==> config.mk <==
export PLATFORM = sky130hd
export DESIGN_NAME = z_fetch
export DESIGN_NICKNAME = d
export VERILOG_FILES = /design/src/rtl/z_pkg.sv /design/src/rtl/z_fetch_timer.sv /design/src/rtl/z_fetch.sv
export SDC_FILE = /design/constraint.sdc
export NUM_CORES = 1
export LEC_CHECK = 0
export CELL_PAD_IN_SITES_DETAIL_PLACEMENT = 2
export CELL_PAD_IN_SITES_GLOBAL_PLACEMENT = 2
export CORE_MARGIN = 2
export CORE_UTILIZATION = 29
export DETAILED_ROUTE_END_ITERATION = 8
export HOLD_SLACK_MARGIN = 0.08
export PLACE_DENSITY_LB_ADDON = 0.08
export REMOVE_ABC_BUFFERS = 1
export SYNTH_ARGS = -nofsm -noshare
export SYNTH_HDL_FRONTEND = slang
export SYNTH_SLANG_ARGS = --single-unit
==> constraint.sdc <==
create_clock -name i_clk -period 3.9 [get_ports i_clk]
set_input_delay 1.17 -clock i_clk [delete_from_list [all_inputs] [get_ports i_clk]]
set_output_delay 1.17 -clock i_clk [all_outputs]
set_load 0.02 [all_outputs]
==> src/rtl/z_pkg.sv <==
// rtl/z_pkg.sv - shared encodings and constants for the z_fetch instruction-fetch stage
package z_pkg;

  // Fetch FSM states
  typedef enum logic [1:0] {
    S_IDLE  = 2'd0,
    S_REQ   = 2'd1,
    S_VALID = 2'd2,
    S_FAULT = 2'd3
  } state_t;

  // Sticky fault causes reported on fault_code
  typedef enum logic [1:0] {
    FC_NONE     = 2'b00,
    FC_MISALIGN = 2'b01,
    FC_TIMEOUT  = 2'b10
  } fault_code_t;

  // Instruction presented before anything has been fetched
  localparam logic [31:0] NOP_WORD = 32'h0000_0000;

  // Default address of the first fetch after reset
  localparam logic [31:0] DEFAULT_RESET_PC = 32'h0000_0000;

  // Word alignment test for instruction addresses
  function automatic logic is_word_aligned(input logic [31:0] addr);
    return (addr[1:0] == 2'b00);
  endfunction

endpackage

==> src/rtl/z_fetch_timer.sv <==
// rtl/z_fetch_timer.sv - loadable up-counter with terminal-count flag, used for imem timeout
module z_fetch_timer #(
  parameter int unsigned W  = 5,
  parameter int unsigned TC = 15
) (
  input  logic         i_clk,
  input  logic         i_rst,
  input  logic         i_load,
  input  logic [W-1:0] i_load_val,
  input  logic         i_en,
  output logic         o_tc
);

  logic [W-1:0] r_count;

  // Counter: reset clears, load has priority over increment
  always_ff @(posedge i_clk) begin
    if (i_rst) begin
      r_count <= '0;
    end else if (i_load) begin
      r_count <= i_load_val;
    end else if (i_en) begin
      r_count <= r_count + W'(1);
    end
  end

  assign o_tc = (r_count == W'(TC));

endmodule

==> src/rtl/z_fetch.sv <==
// rtl/z_fetch.sv - instruction-fetch stage: PC, imem req/ready handshake, retire, sticky faults
module z_fetch
  import z_pkg::*;
#(
  parameter logic [31:0] RESET_PC = DEFAULT_RESET_PC,
  parameter int unsigned TIMEOUT  = 16,
  parameter int unsigned CNT_W    = 32
) (
  input  logic             i_clk,
  input  logic             i_rst,
  output logic             o_imem_req,
  output logic [31:0]      o_imem_addr,
  input  logic             i_imem_ready,
  input  logic [31:0]      i_imem_rdata,
  output logic [31:0]      o_inst,
  output logic [31:0]      o_pc,
  output logic             o_inst_valid,
  input  logic             i_stall,
  input  logic [31:0]      i_next_pc,
  output logic             o_fault,
  output logic [1:0]       o_fault_code,
  output logic [CNT_W-1:0] o_fetch_count
);

  // One extra bit so the timer can never wrap before the terminal count is seen
  localparam int unsigned TMR_W = $clog2(TIMEOUT) + 1;

  state_t           r_state;
  state_t           w_state_nxt;

  logic [31:0]      r_fetch_pc;
  logic [31:0]      r_pc;
  logic [31:0]      r_inst;
  logic             r_valid;
  logic             r_req;
  logic [31:0]      r_addr;
  logic             r_fault;
  logic [1:0]       r_fault_code;
  logic [CNT_W-1:0] r_count;

  logic [31:0]      w_fetch_pc_nxt;
  logic [31:0]      w_pc_nxt;
  logic [31:0]      w_inst_nxt;
  logic             w_valid_nxt;
  logic             w_req_nxt;
  logic [31:0]      w_addr_nxt;
  logic             w_fault_nxt;
  logic [1:0]       w_fault_code_nxt;
  logic [CNT_W-1:0] w_count_nxt;

  logic             w_accept;
  logic             w_timeout;
  logic             w_retire;
  logic             w_next_aligned;
  logic             w_tmr_tc;
  logic             w_tmr_load;
  logic             w_tmr_en;

  // imem_ready only matters while a request is outstanding; stall only while holding an inst
  assign w_accept       = (r_state == S_REQ) && i_imem_ready;
  assign w_timeout      = (r_state == S_REQ) && !i_imem_ready && w_tmr_tc;
  assign w_retire       = (r_state == S_VALID) && !i_stall;
  assign w_next_aligned = is_word_aligned(i_next_pc);

  // Timer counts unanswered REQ cycles; it is parked at zero everywhere else
  assign w_tmr_load = (r_state != S_REQ) || i_imem_ready;
  assign w_tmr_en   = (r_state == S_REQ) && !i_imem_ready && !w_tmr_tc;

  z_fetch_timer #(
    .W  (TMR_W),
    .TC (TIMEOUT - 1)
  ) u_timer (
    .i_clk      (i_clk),
    .i_rst      (i_rst),
    .i_load     (w_tmr_load),
    .i_load_val ('0),
    .i_en       (w_tmr_en),
    .o_tc       (w_tmr_tc)
  );

  // State register
  always_ff @(posedge i_clk) begin
    if (i_rst) begin
      r_state <= S_IDLE;
    end else begin
      r_state <= w_state_nxt;
    end
  end

  // Next-state decode
  always_comb begin
    w_state_nxt = r_state;
    case (r_state)
      S_IDLE: begin
        w_state_nxt = S_REQ;
      end
      S_REQ: begin
        if (w_accept) begin
          w_state_nxt = S_VALID;
        end else if (w_timeout) begin
          w_state_nxt = S_FAULT;
        end
      end
      S_VALID: begin
        if (w_retire) begin
          w_state_nxt = w_next_aligned ? S_REQ : S_FAULT;
        end
      end
      S_FAULT: begin
        w_state_nxt = S_FAULT;
      end
      default: begin
        w_state_nxt = S_IDLE;
      end
    endcase
  end

  // Next values of the registered outputs and fetch PC; anything not touched holds
  always_comb begin
    w_fetch_pc_nxt   = r_fetch_pc;
    w_pc_nxt         = r_pc;
    w_inst_nxt       = r_inst;
    w_valid_nxt      = r_valid;
    w_req_nxt        = r_req;
    w_addr_nxt       = r_addr;
    w_fault_nxt      = r_fault;
    w_fault_code_nxt = r_fault_code;
    w_count_nxt      = r_count;
    case (r_state)
      S_IDLE: begin
        w_req_nxt  = 1'b1;
        w_addr_nxt = r_fetch_pc;
      end
      S_REQ: begin
        if (w_accept) begin
          w_inst_nxt  = i_imem_rdata;
          w_pc_nxt    = r_fetch_pc;
          w_valid_nxt = 1'b1;
          w_req_nxt   = 1'b0;
        end else if (w_timeout) begin
          w_fault_nxt      = 1'b1;
          w_fault_code_nxt = FC_TIMEOUT;
          w_req_nxt        = 1'b0;
        end
      end
      S_VALID: begin
        if (w_retire) begin
          // The retiring instruction counts even if its successor address faults
          w_valid_nxt    = 1'b0;
          w_count_nxt    = r_count + CNT_W'(1);
          w_fetch_pc_nxt = i_next_pc;
          if (w_next_aligned) begin
            w_req_nxt  = 1'b1;
            w_addr_nxt = i_next_pc;
          end else begin
            w_fault_nxt      = 1'b1;
            w_fault_code_nxt = FC_MISALIGN;
          end
        end
      end
      S_FAULT: begin
        w_req_nxt   = 1'b0;
        w_valid_nxt = 1'b0;
      end
      default: begin
        w_req_nxt   = 1'b0;
        w_valid_nxt = 1'b0;
      end
    endcase
  end

  // Output and datapath registers
  always_ff @(posedge i_clk) begin
    if (i_rst) begin
      r_fetch_pc   <= RESET_PC;
      r_pc         <= RESET_PC;
      r_inst       <= NOP_WORD;
      r_valid      <= 1'b0;
      r_req        <= 1'b0;
      r_addr       <= RESET_PC;
      r_fault      <= 1'b0;
      r_fault_code <= FC_NONE;
      r_count      <= '0;
    end else begin
      r_fetch_pc   <= w_fetch_pc_nxt;
      r_pc         <= w_pc_nxt;
      r_inst       <= w_inst_nxt;
      r_valid      <= w_valid_nxt;
      r_req        <= w_req_nxt;
      r_addr       <= w_addr_nxt;
      r_fault      <= w_fault_nxt;
      r_fault_code <= w_fault_code_nxt;
      r_count      <= w_count_nxt;
    end
  end

  assign o_imem_req    = r_req;
  assign o_imem_addr   = r_addr;
  assign o_inst        = r_inst;
  assign o_pc          = r_pc;
  assign o_inst_valid  = r_valid;
  assign o_fault       = r_fault;
  assign o_fault_code  = r_fault_code;
  assign o_fetch_count = r_count;

endmodule
==> reports/results.ini, run 1 <==
[run_status]
outcome = finished clean

[floorplan]
die_height_um = 156
die_x_um = 156
initial_utilization_pct = 29.6
design.die.area_um2 = 24300
core_region_area_um2 = 22600
io_pins = 201
core.rowCount = 55

[final_layout]
final_common_cell = nand2_1
finish.cell_count_without_fillers = 1269
nNetsFinal = 1041
synthToLayoutAreaGrowth_pct = 42.4
post_route_cells_drive_above_1_share_pct = 5.09
utilization_pct = 42.2
final_cell_mix = 205 x nand2_1, 199 x clkdlybuf4s50_1, 172 x dfxtp_1

[global_route]
wire_length_of_the_first_global_routing_pass_mm = 36.8
grt_pass1_vias = 7015
global_route.usage.met1_pct = 22.6
gr-usage-met2_pct = 35.0
grt.overflow.total = 0
grt.busiest_layer = met2
grt_antenna_before_repair = 1
grt_start_max_net_pins = 73
groute.layer.met3.usage_pct = 3.64
overall_global_routing_usage_pct = 19.1

[clock_network]
postCtsHoldBufs = 0
insertion_delay_to_the_later_sink_of_the_worst_skew_pair_ns = 0.43
tritoncts = done
clock-root-buffer = clkbuf_16
cts_resized = 0
cts_buffers = 17
clkTransAtPathRegs_ns = 0.07
post-cts-setup-buffer-count = 0
clock_sinks = 172
clockBufferDepth = 2
htree_levels = 4

[setup_path]
timing_worst_setup_path_type = in2reg
cp_max_fanout = 21
timing.critical_path.from_type = input pin
cp.required_ns = 4.25
cp.arrival_ns = 3.55
timing.critical_path.to_type = flip-flop

[detailed_routing]
drc_errors = 0
first_pass_iters = 4
vias_per_cell = 5.03
drt.antenna.violating_nets = 0
drt-total-wl_mm = 23.3
vias = 6378
wl_per_cell_um = 18.3
drtIter0Drc = 185

[logic_synthesis]
synthDistinctLibCells = 40
post_synth_instance_area_um2 = 6700
post_synth_inst_count = 804
yosysSeqAreaShare_pct = 51.4
avg_cell_area_syn_um2 = 8.33
ys_seq_elements = 172
synth.yosys.warnings = 0

[place]
detail_placement_hpwl_mm = 15.7
buffer_ports.inserted = 200
finalWeightedCongestion = 0.752
dp.cells = 1236

[power]
cellPowerDensity_nw_per_um2 = 426
vdd_ir_drop_max_v = 0.000243
leakage_power_figure_nw = 3.09

[timing]
max_slew_margin_pct = 34.9
setup_total_negative_slack_ns = 0
clock_skew_ns = 0.00846
min_period_ns = 3.20
maximum_achievable_frequency_mhz = 312
rsz0062_at_grt = false
setup_viol = 0
finalHoldViolations = 0
worst_slew_pin_slew_ns = 0.976
fin_crit_sh_pct = 82.1
slew_violations = 0

[hold_path]
hold_class = reg2reg

[flow_run]
max_cap_viol_count = 0

==> stage by stage <==
stage,instance area [um^2],setup slack [ns],power [mW],hold WS (ns)
6_report,9540,0.700,4.06,0.455
5_1_grt,9540,0.612,4.24,0.479
4_1_cts,9540,0.704,4.13,0.459
3_5_place_dp,8950,0.256,2.39,0.449
3_3_place_gp,8950,0.363,2.37,0.440
2_1_floorplan,6450,-0.280,2.10,0.434
==> kinds of logic after synthesis <==
family                   Yosys count  share of synthesized area [%]
AND/OR/NAND/NOR                  324                           21.5
AO/OA/AOI/OAI                    190                           16.1
flip-flops                       172                           51.4
buffers and inverters             72                           4.28
multiplexers                      31                           4.63
XOR/XNOR                          12                           1.57
adder cells (fa/ha/maj)            3                          0.560
==> area by class of cell <==
class / count / area (um^2)
fillers: 2492 / 13100
repair buffers: 210 / 2120
flip-flops and latches: 172 / 3440
multi-input cells: 560 / 3000
inverters: 9 / 33.8
well taps: 285 / 357
clock inverters: 14 / 159
diodes: 1 / 2.50
clock buffers: 18 / 429
==> flip-flops by register name, summed over array words and instances (netlist names), 2 cells and up <==
| signal | flops |
|---|---|
| o_fetch_count | 32 |
| r_fetch_pc | 32 |
| o_fault_code | 2 |
| o_imem_addr | 32 |
| u_timer.r_count | 5 |
| o_pc | 32 |
| o_inst | 32 |
| r_state | 2 |
==> synthesized netlist by cell type <==
| cell type | instances | area share (%) |
|---|---|---|
| inv_1 | 9 | 0.50 |
| mux2i_1 | 31 | 4.6 |
| a21oi_1 | 128 | 9.6 |
| o22a_1 | 1 | 0.13 |
| nor3_1 | 2 | 0.15 |
| xnor2_1 | 7 | 0.92 |
| nand4_1 | 9 | 0.84 |
| nand3_1 | 7 | 0.52 |
| buf_1 | 5 | 0.28 |
| a21boi_0 | 1 | 0.11 |
| nor4bb_1 | 1 | 0.15 |
| o21ai_0 | 12 | 0.90 |
| and4_1 | 2 | 0.26 |
| ha_1 | 3 | 0.56 |
| a211oi_1 | 31 | 3.5 |
| xor2_1 | 5 | 0.65 |
| and3_1 | 2 | 0.19 |
| buf_2 | 1 | 0.075 |
| or4_1 | 17 | 1.9 |
| clkbuf_1 | 55 | 3.1 |
| and3b_1 | 1 | 0.13 |
| or4_4 | 1 | 0.17 |
| nor2b_1 | 2 | 0.19 |
| nand3b_1 | 1 | 0.11 |
| nand2b_1 | 1 | 0.093 |
| nand2_1 | 205 | 11 |
| nor4_1 | 1 | 0.093 |
| o31ai_1 | 15 | 1.7 |
| a21o_1 | 1 | 0.11 |
| nor2_1 | 54 | 3.0 |
| a22o_1 | 1 | 0.13 |
| nand4b_1 | 1 | 0.13 |
| and2_1 | 1 | 0.093 |
| dfxtp_1 | 172 | 51 |
| or2_2 | 1 | 0.093 |
| or3_1 | 8 | 0.75 |
| or3b_2 | 1 | 0.13 |
| nand4bb_4 | 1 | 0.41 |
| nor3b_1 | 5 | 0.56 |
| buf_6 | 2 | 0.34 |
==> where the power goes <==
part           internal (mW)  leakage, nW  total (mW)  switching [mW]
Sequential              1.82         1.40        1.86          0.0471
Clock                  0.957        0.271        1.71           0.758
Combinational          0.218         1.43       0.483           0.265
==> final timing paths <==
kind                            cells after the start        from                 to  slack (ns)
worst max-delay path                                5     i_stall  o_fetch_count[31]        0.70
worst max register to register                      4  r_state[1]  o_fetch_count[31]        1.30
worst min register to register                      2    o_pc[28]           o_pc[28]        0.45
worst min-delay path                                2    o_pc[28]           o_pc[28]        0.45
==> critical path, stage by stage <==
cell,delay [ns]
clkdlybuf4s50_1,0.46
nand4bb_4,0.31
or4_1,0.87
or4_1,0.57
a21oi_1,0.16
==> metal layers <==
metal,vias up,part of all wire (%),wire length [um]
met5,-,0,0
met4,0,1.4,337
met3,20,3.9,917
met2,142,51,11900
met1,3141,44,10100
li1,3075,-,-
Power figures use the tool's default switching activity.
==> run 2: changes to the inputs <==
--- a/config.mk
+++ b/config.mk
@@ -8,7 +8,7 @@
 export CELL_PAD_IN_SITES_DETAIL_PLACEMENT = 2
 export CELL_PAD_IN_SITES_GLOBAL_PLACEMENT = 2
 export CORE_MARGIN = 2
-export CORE_UTILIZATION = 29
+export CORE_UTILIZATION = 24
 export DETAILED_ROUTE_END_ITERATION = 8
 export HOLD_SLACK_MARGIN = 0.08
 export PLACE_DENSITY_LB_ADDON = 0.08
==> constraint.sdc (replaced) <==
create_clock -name i_clk -period 2.7 [get_ports i_clk]
set_input_delay 0.81 -clock i_clk [delete_from_list [all_inputs] [get_ports i_clk]]
set_output_delay 0.81 -clock i_clk [all_outputs]
set_load 0.02 [all_outputs]
==> reports/results.ini, run 2 (synthesis gave the netlist of run 1 again) <==
[setup_path]
timing.critical_path.mode_cell = or4_1  ; unchanged
reg2reg_slack_ns = 0.40  ; was 1.30 ns
cp.required_ns = 3.08  ; was 4.25 ns
timing_worst_setup_path_type = in2reg  ; unchanged
critical_path_buf_inv_count = 2  ; was 1
worst_path_dominant_cell_family = simple AND/OR/NAND/NOR gates  ; unchanged
cp.arrival_ns = 2.92  ; was 3.55 ns
cp_max_fanout = 18  ; was 21
critical_path.slowest_cell = or4_1  ; unchanged
timing.critical_path.to_type = flip-flop  ; unchanged
critPathMaxStageDelay_ns = 0.54  ; was 0.87 ns
timing.critical_path.from_type = input pin  ; unchanged
cell_chain_of_the_critical_path = clkdlybuf4s50_1, nand4bb_4, or4_1, buf_4, or4_1, a21oi_1  ; was clkdlybuf4s50_1, nand4bb_4, or4_1, or4_1, a21oi_1

[place]
place_ws_ns = -0.304  ; was 0.256 ns
detail_placement_hpwl_mm = 15.5  ; was 15.7 mm
buffer_ports.inserted = 200  ; unchanged
finalWeightedCongestion = 0.705  ; was 0.752

[clock_network]
postCtsHoldBufs = 0  ; unchanged
tritoncts = done  ; unchanged
clock_sinks = 172  ; unchanged
clock-root-buffer = clkbuf_16  ; unchanged
post-cts-setup-buffer-count = 0  ; unchanged
clkTransAtPathRegs_ns = 0.08  ; was 0.07 ns
cts_resized = 0  ; unchanged
cts_buffers = 17  ; unchanged
insertion_delay_to_the_later_sink_of_the_worst_skew_pair_ns = 0.44  ; was 0.43 ns
htree_levels = 4  ; unchanged
clockBufferDepth = 2  ; unchanged

[timing]
maximum_achievable_frequency_mhz = 393
rsz0062_at_grt = false  ; unchanged
finalHoldViolations = 0  ; unchanged
clock_skew_ns = 0.0149  ; was 0.00846 ns
max_slew_margin_pct = 55.0  ; was 34.9%
worst_slew_pin_slew_ns = 0.675  ; was 0.976 ns
slew_violations = 0  ; unchanged
fin_crit_sh_pct = 94.2
min_period_ns = 2.54
min_setup_slack_post_route_ns = 0.158  ; was 0.700 ns
setup_viol = 0  ; unchanged

[detailed_routing]
wl_per_cell_um = 16.6  ; was 18.3 um
drt.antenna.violating_nets = 0  ; unchanged
drt-total-wl_mm = 22.9  ; was 23.3 mm
first_pass_iters = 4  ; unchanged
vias_per_cell = 4.59  ; was 5.03
drc_errors = 0  ; unchanged
drtIter0Drc = 222  ; was 185
vias = 6343  ; was 6378

[global_route]
overall_global_routing_usage_pct = 15.7  ; was 19.1%
grt.overflow.total = 0  ; unchanged
wire_length_of_the_first_global_routing_pass_mm = 36.0  ; was 36.8 mm
grt_start_max_net_pins = 47  ; was 73
grt_pass1_vias = 6545  ; was 7015
grt_antenna_before_repair = 0  ; was 1

[power]
vdd_ir_drop_max_v = 0.000280  ; was 0.000243 V
leakage_power_figure_nw = 3.23  ; was 3.09 nW
post-layout-total-power_mw = 5.97  ; was 4.06 mW
cellPowerDensity_nw_per_um2 = 603  ; was 426 nW/um^2

[final_layout]
final_cell_mix = 205 x nand2_1, 199 x clkdlybuf4s50_1, 172 x dfxtp_1  ; unchanged
nNetsFinal = 1062  ; was 1041
num_antenna_cells = 0  ; was 1
utilization_pct = 35.8  ; was 42.2%
post_route_cells_drive_above_1_share_pct = 7.08  ; was 5.09%
synthToLayoutAreaGrowth_pct = 47.8  ; was 42.4%
final_common_cell = nand2_1  ; unchanged

[hold_path]
hold_class = reg2reg  ; unchanged

[floorplan]
core.rowCount = 61  ; was 55
die_height_um = 171  ; was 156 um
initial_utilization_pct = 24.3  ; was 29.6%
core_region_area_um2 = 27600  ; was 22600 um^2
die_x_um = 171  ; was 156 um
io_pins = 201  ; unchanged
design.die.area_um2 = 29300  ; was 24300 um^2

[flow_run]
max_cap_viol_count = 0  ; unchanged

[run_status]
outcome = finished clean  ; unchanged

==> run 2: cell types whose count changed in the layout (fill, tap and decap cells not counted), sizes merged <==
cell	before	now
diode	1	0
buf	11	32
clkinvlp	5	2
inv	14	16
==> run 2: final cells by class <==
type / instances / area (um^2)
clock inverters: 13 / 155
repair buffers: 231 / 2360
clock buffers: 18 / 439
multi-input cells: 560 / 3000
inverters: 9 / 33.8
well taps: 378 / 473
flip-flops and latches: 172 / 3440
fillers: 3124 / 17700
==> run 2: layer usage <==
metal / part of all wire [%] / wire length (um) / GRT usage [%] / vias to the layer above
met4: 0.82 / 189 / 4.20 / 0
met3: 5.3 / 1210 / 4.26 / 14
met5: 0 / 0 / 0 / -
met1: 46 / 10600 / 19.9 / 3077
met2: 48 / 10900 / 26.4 / 133
li1: - / - / - / 3119
==> run 2: metrics by stage <==
step / std cells / TNS (ns) / hold slack, ns / cell area [um^2]
final: 1381 / 0 / 0.455 / 9900
after global routing: 1381 / 0 / 0.477 / 9900
after CTS: 1381 / 0 / 0.459 / 9900
after detailed placement: 1350 / -4.71 / 0.446 / 9310
after global placement: 1350 / -3.97 / 0.443 / 9310
after floorplan: 741 / -48.46 / 0.434 / 6450
==> run 2: path summary, 6_finish.rpt <==
check	cells after the start	from	endpoint
hold / removal	2	o_pc[29]	o_pc[29]
hold reg to reg	2	o_pc[29]	o_pc[29]
setup reg to reg	4	o_fetch_count[12]	o_fetch_count[31]
setup / recovery	6	i_stall	o_fetch_count[31]
==> run 2: worst register-to-register path, stage by stage, from the launching register on <==
cell	delay, ns
dfxtp_1	0.43
nand4_1	0.20
or4_1	0.85
or4_1	0.61
a21oi_1	0.16
==> run 2: where the power goes <==
| group | switching, mW | total, mW | internal (mW) | leakage (nW) |
|---|---|---|---|---|
| Sequential | 0.0522 | 2.68 | 2.62 | 1.40 |
| Combinational | 0.392 | 0.732 | 0.340 | 1.55 |
| Clock | 1.15 | 2.56 | 1.41 | 0.288 |
==> run 3: changes to the inputs <==
--- a/config.mk
+++ b/config.mk
@@ -8,7 +8,7 @@
 export CELL_PAD_IN_SITES_DETAIL_PLACEMENT = 2
 export CELL_PAD_IN_SITES_GLOBAL_PLACEMENT = 2
 export CORE_MARGIN = 2
-export CORE_UTILIZATION = 24
+export CORE_UTILIZATION = 27
 export DETAILED_ROUTE_END_ITERATION = 8
 export HOLD_SLACK_MARGIN = 0.08
 export PLACE_DENSITY_LB_ADDON = 0.08
==> constraint.sdc (replaced) <==
create_clock -name i_clk -period 2.9 [get_ports i_clk]
set_input_delay 0.87 -clock i_clk [delete_from_list [all_inputs] [get_ports i_clk]]
set_output_delay 0.87 -clock i_clk [all_outputs]
set_load 0.02 [all_outputs]
==> reports/results.ini, run 3 (synthesis gave the netlist of run 1 again) <==
[run_status]
outcome = finished clean  ; unchanged

[timing]
min_period_ns = 2.59
worst_slew_pin_slew_ns = 0.684  ; was 0.675 ns
fin_crit_sh_pct = 89.4
rsz0062_at_grt = false  ; unchanged
setup_viol = 0  ; unchanged
setup_total_negative_slack_ns = 0  ; unchanged
slew_violations = 0  ; unchanged
clock_skew_ns = 0.0117  ; was 0.0149 ns
finalHoldViolations = 0  ; unchanged
maximum_achievable_frequency_mhz = 386
max_slew_margin_pct = 54.4  ; was 55.0%
min_setup_slack_post_route_ns = 0.308  ; was 0.158 ns

[detailed_routing]
first_pass_iters = 4  ; unchanged
drt.antenna.violating_nets = 0  ; unchanged
wl_per_cell_um = 18.3  ; was 16.6 um
vias_per_cell = 4.92  ; was 4.59
drtIter0Drc = 269  ; was 222
drt-total-wl_mm = 24.3  ; was 22.9 mm
drc_errors = 0  ; unchanged
vias = 6520  ; was 6343

[setup_path]
cp.arrival_ns = 2.95  ; was 2.92 ns
timing_worst_setup_path_type = in2reg  ; unchanged
cp_max_fanout = 20  ; was 18
timing.critical_path.to_type = flip-flop  ; unchanged
timing.critical_path.from_type = input pin  ; unchanged
cp.required_ns = 3.26  ; was 3.08 ns

[global_route]
grt_antenna_before_repair = 2  ; was 0
grt_start_max_net_pins = 63  ; was 47
grt.overflow.total = 0  ; unchanged
grt_pass1_vias = 7185  ; was 6545
wire_length_of_the_first_global_routing_pass_mm = 38.8  ; was 36.0 mm
overall_global_routing_usage_pct = 18.7  ; was 15.7%

[final_layout]
nNetsFinal = 1057  ; was 1062
post_route_cells_drive_above_1_share_pct = 6.61  ; was 7.08%
final_common_cell = nand2_1  ; unchanged
synthToLayoutAreaGrowth_pct = 45.4  ; was 47.8%
final_cell_mix = 205 x nand2_1, 199 x clkdlybuf4s50_1, 172 x dfxtp_1  ; unchanged

[power]
cellPowerDensity_nw_per_um2 = 570  ; was 603 nW/um^2
leakage_power_figure_nw = 3.19  ; was 3.23 nW
vdd_ir_drop_max_v = 0.000328  ; was 0.000280 V

[flow_run]
max_cap_viol_count = 0  ; unchanged

[place]
buffer_ports.inserted = 200  ; unchanged
finalWeightedCongestion = 0.767  ; was 0.705
place_ws_ns = -0.149  ; was -0.304 ns
detail_placement_hpwl_mm = 17.1  ; was 15.5 mm

[clock_network]
cts_buffers = 17  ; unchanged
postCtsHoldBufs = 0  ; unchanged
insertion_delay_to_the_later_sink_of_the_worst_skew_pair_ns = 0.43  ; was 0.44 ns
htree_levels = 4  ; unchanged
clock_sinks = 172  ; unchanged
post-cts-setup-buffer-count = 0  ; unchanged
clock-root-buffer = clkbuf_16  ; unchanged
clkTransAtPathRegs_ns = 0.07  ; was 0.08 ns
tritoncts = done  ; unchanged
cts_resized = 0  ; unchanged
clockBufferDepth = 2  ; unchanged

[floorplan]
io_pins = 201  ; unchanged
design.die.area_um2 = 26100  ; was 29300 um^2
core.rowCount = 57  ; was 61
core_region_area_um2 = 24300  ; was 27600 um^2
die_x_um = 162  ; was 171 um
die_height_um = 162  ; was 171 um
initial_utilization_pct = 27.6  ; was 24.3%

[hold_path]
hold_class = reg2reg  ; unchanged

## run 3: changes by cell type in the layout (fill, tap and decap cells not counted), sizes merged
| cell | previous run | this run |
|---|---|---|
| inv | 16 | 17 |
| diode | 0 | 2 |
| buf | 32 | 27 |
## run 3: report_power, final
group	switching, mW	internal (mW)	total [mW]
registers	0.0507	2.44	2.49
clock network	1.07	1.31	2.37
logic	0.377	0.307	0.684
total	1.49	4.06	5.55
## run 3: per-layer routing
metal | track usage [%] | up-vias | share of wire [%] | wire, um
li1 | - | 3105 | - | -
met1 | 22.0 | 3239 | 44 | 10600
met2 | 33.8 | 149 | 50 | 12200
met3 | 4.37 | 27 | 4.6 | 1110
met4 | 5.84 | 0 | 1.5 | 373
met5 | 0 | - | 0 | 0
## run 3: worst paths after layout
path / startpoint / endpoint / slack [ns] / cells past startpoint
setup / recovery: i_stall / o_fetch_count[26] / 0.31 / 5
hold / removal: o_inst[14] / o_inst[14] / 0.46 / 2
setup reg to reg: o_fetch_count[12] / o_fetch_count[31] / 0.60 / 4
hold reg to reg: o_inst[14] / o_inst[14] / 0.46 / 2
## run 3: through the flow
stage / cells / instance area (um^2) / hold WS, ns / power [mW] / util [%]
floorplan: 741 / 6450 / 0.434 / 2.82 / -
global placement: 1291 / 9140 / 0.442 / 3.21 / 37.6
detailed placement: 1291 / 9140 / 0.450 / 3.24 / 37.6
CTS: 1323 / 9740 / 0.460 / 5.65 / 40.0
global route: 1325 / 9740 / 0.482 / 5.81 / 40.1
finish: 1325 / 9740 / 0.455 / 5.55 / 40.1
## run 3: critical path, stage by stage
cell	delay (ns)
clkdlybuf4s50_1	0.44
nand4bb_4	0.25
or4_4	0.68
or4_1	0.54
a21oi_1	0.16
## run 3: final cells by class
type	count	area, um^2
multi-input combinational	560	3000
sequential	172	3440
timing repair buffer	226	2260
inverter	9	33.8
fill	2663	14600
clock inverter	14	175
clock buffer	18	429
antenna	2	5.00
tap	324	405
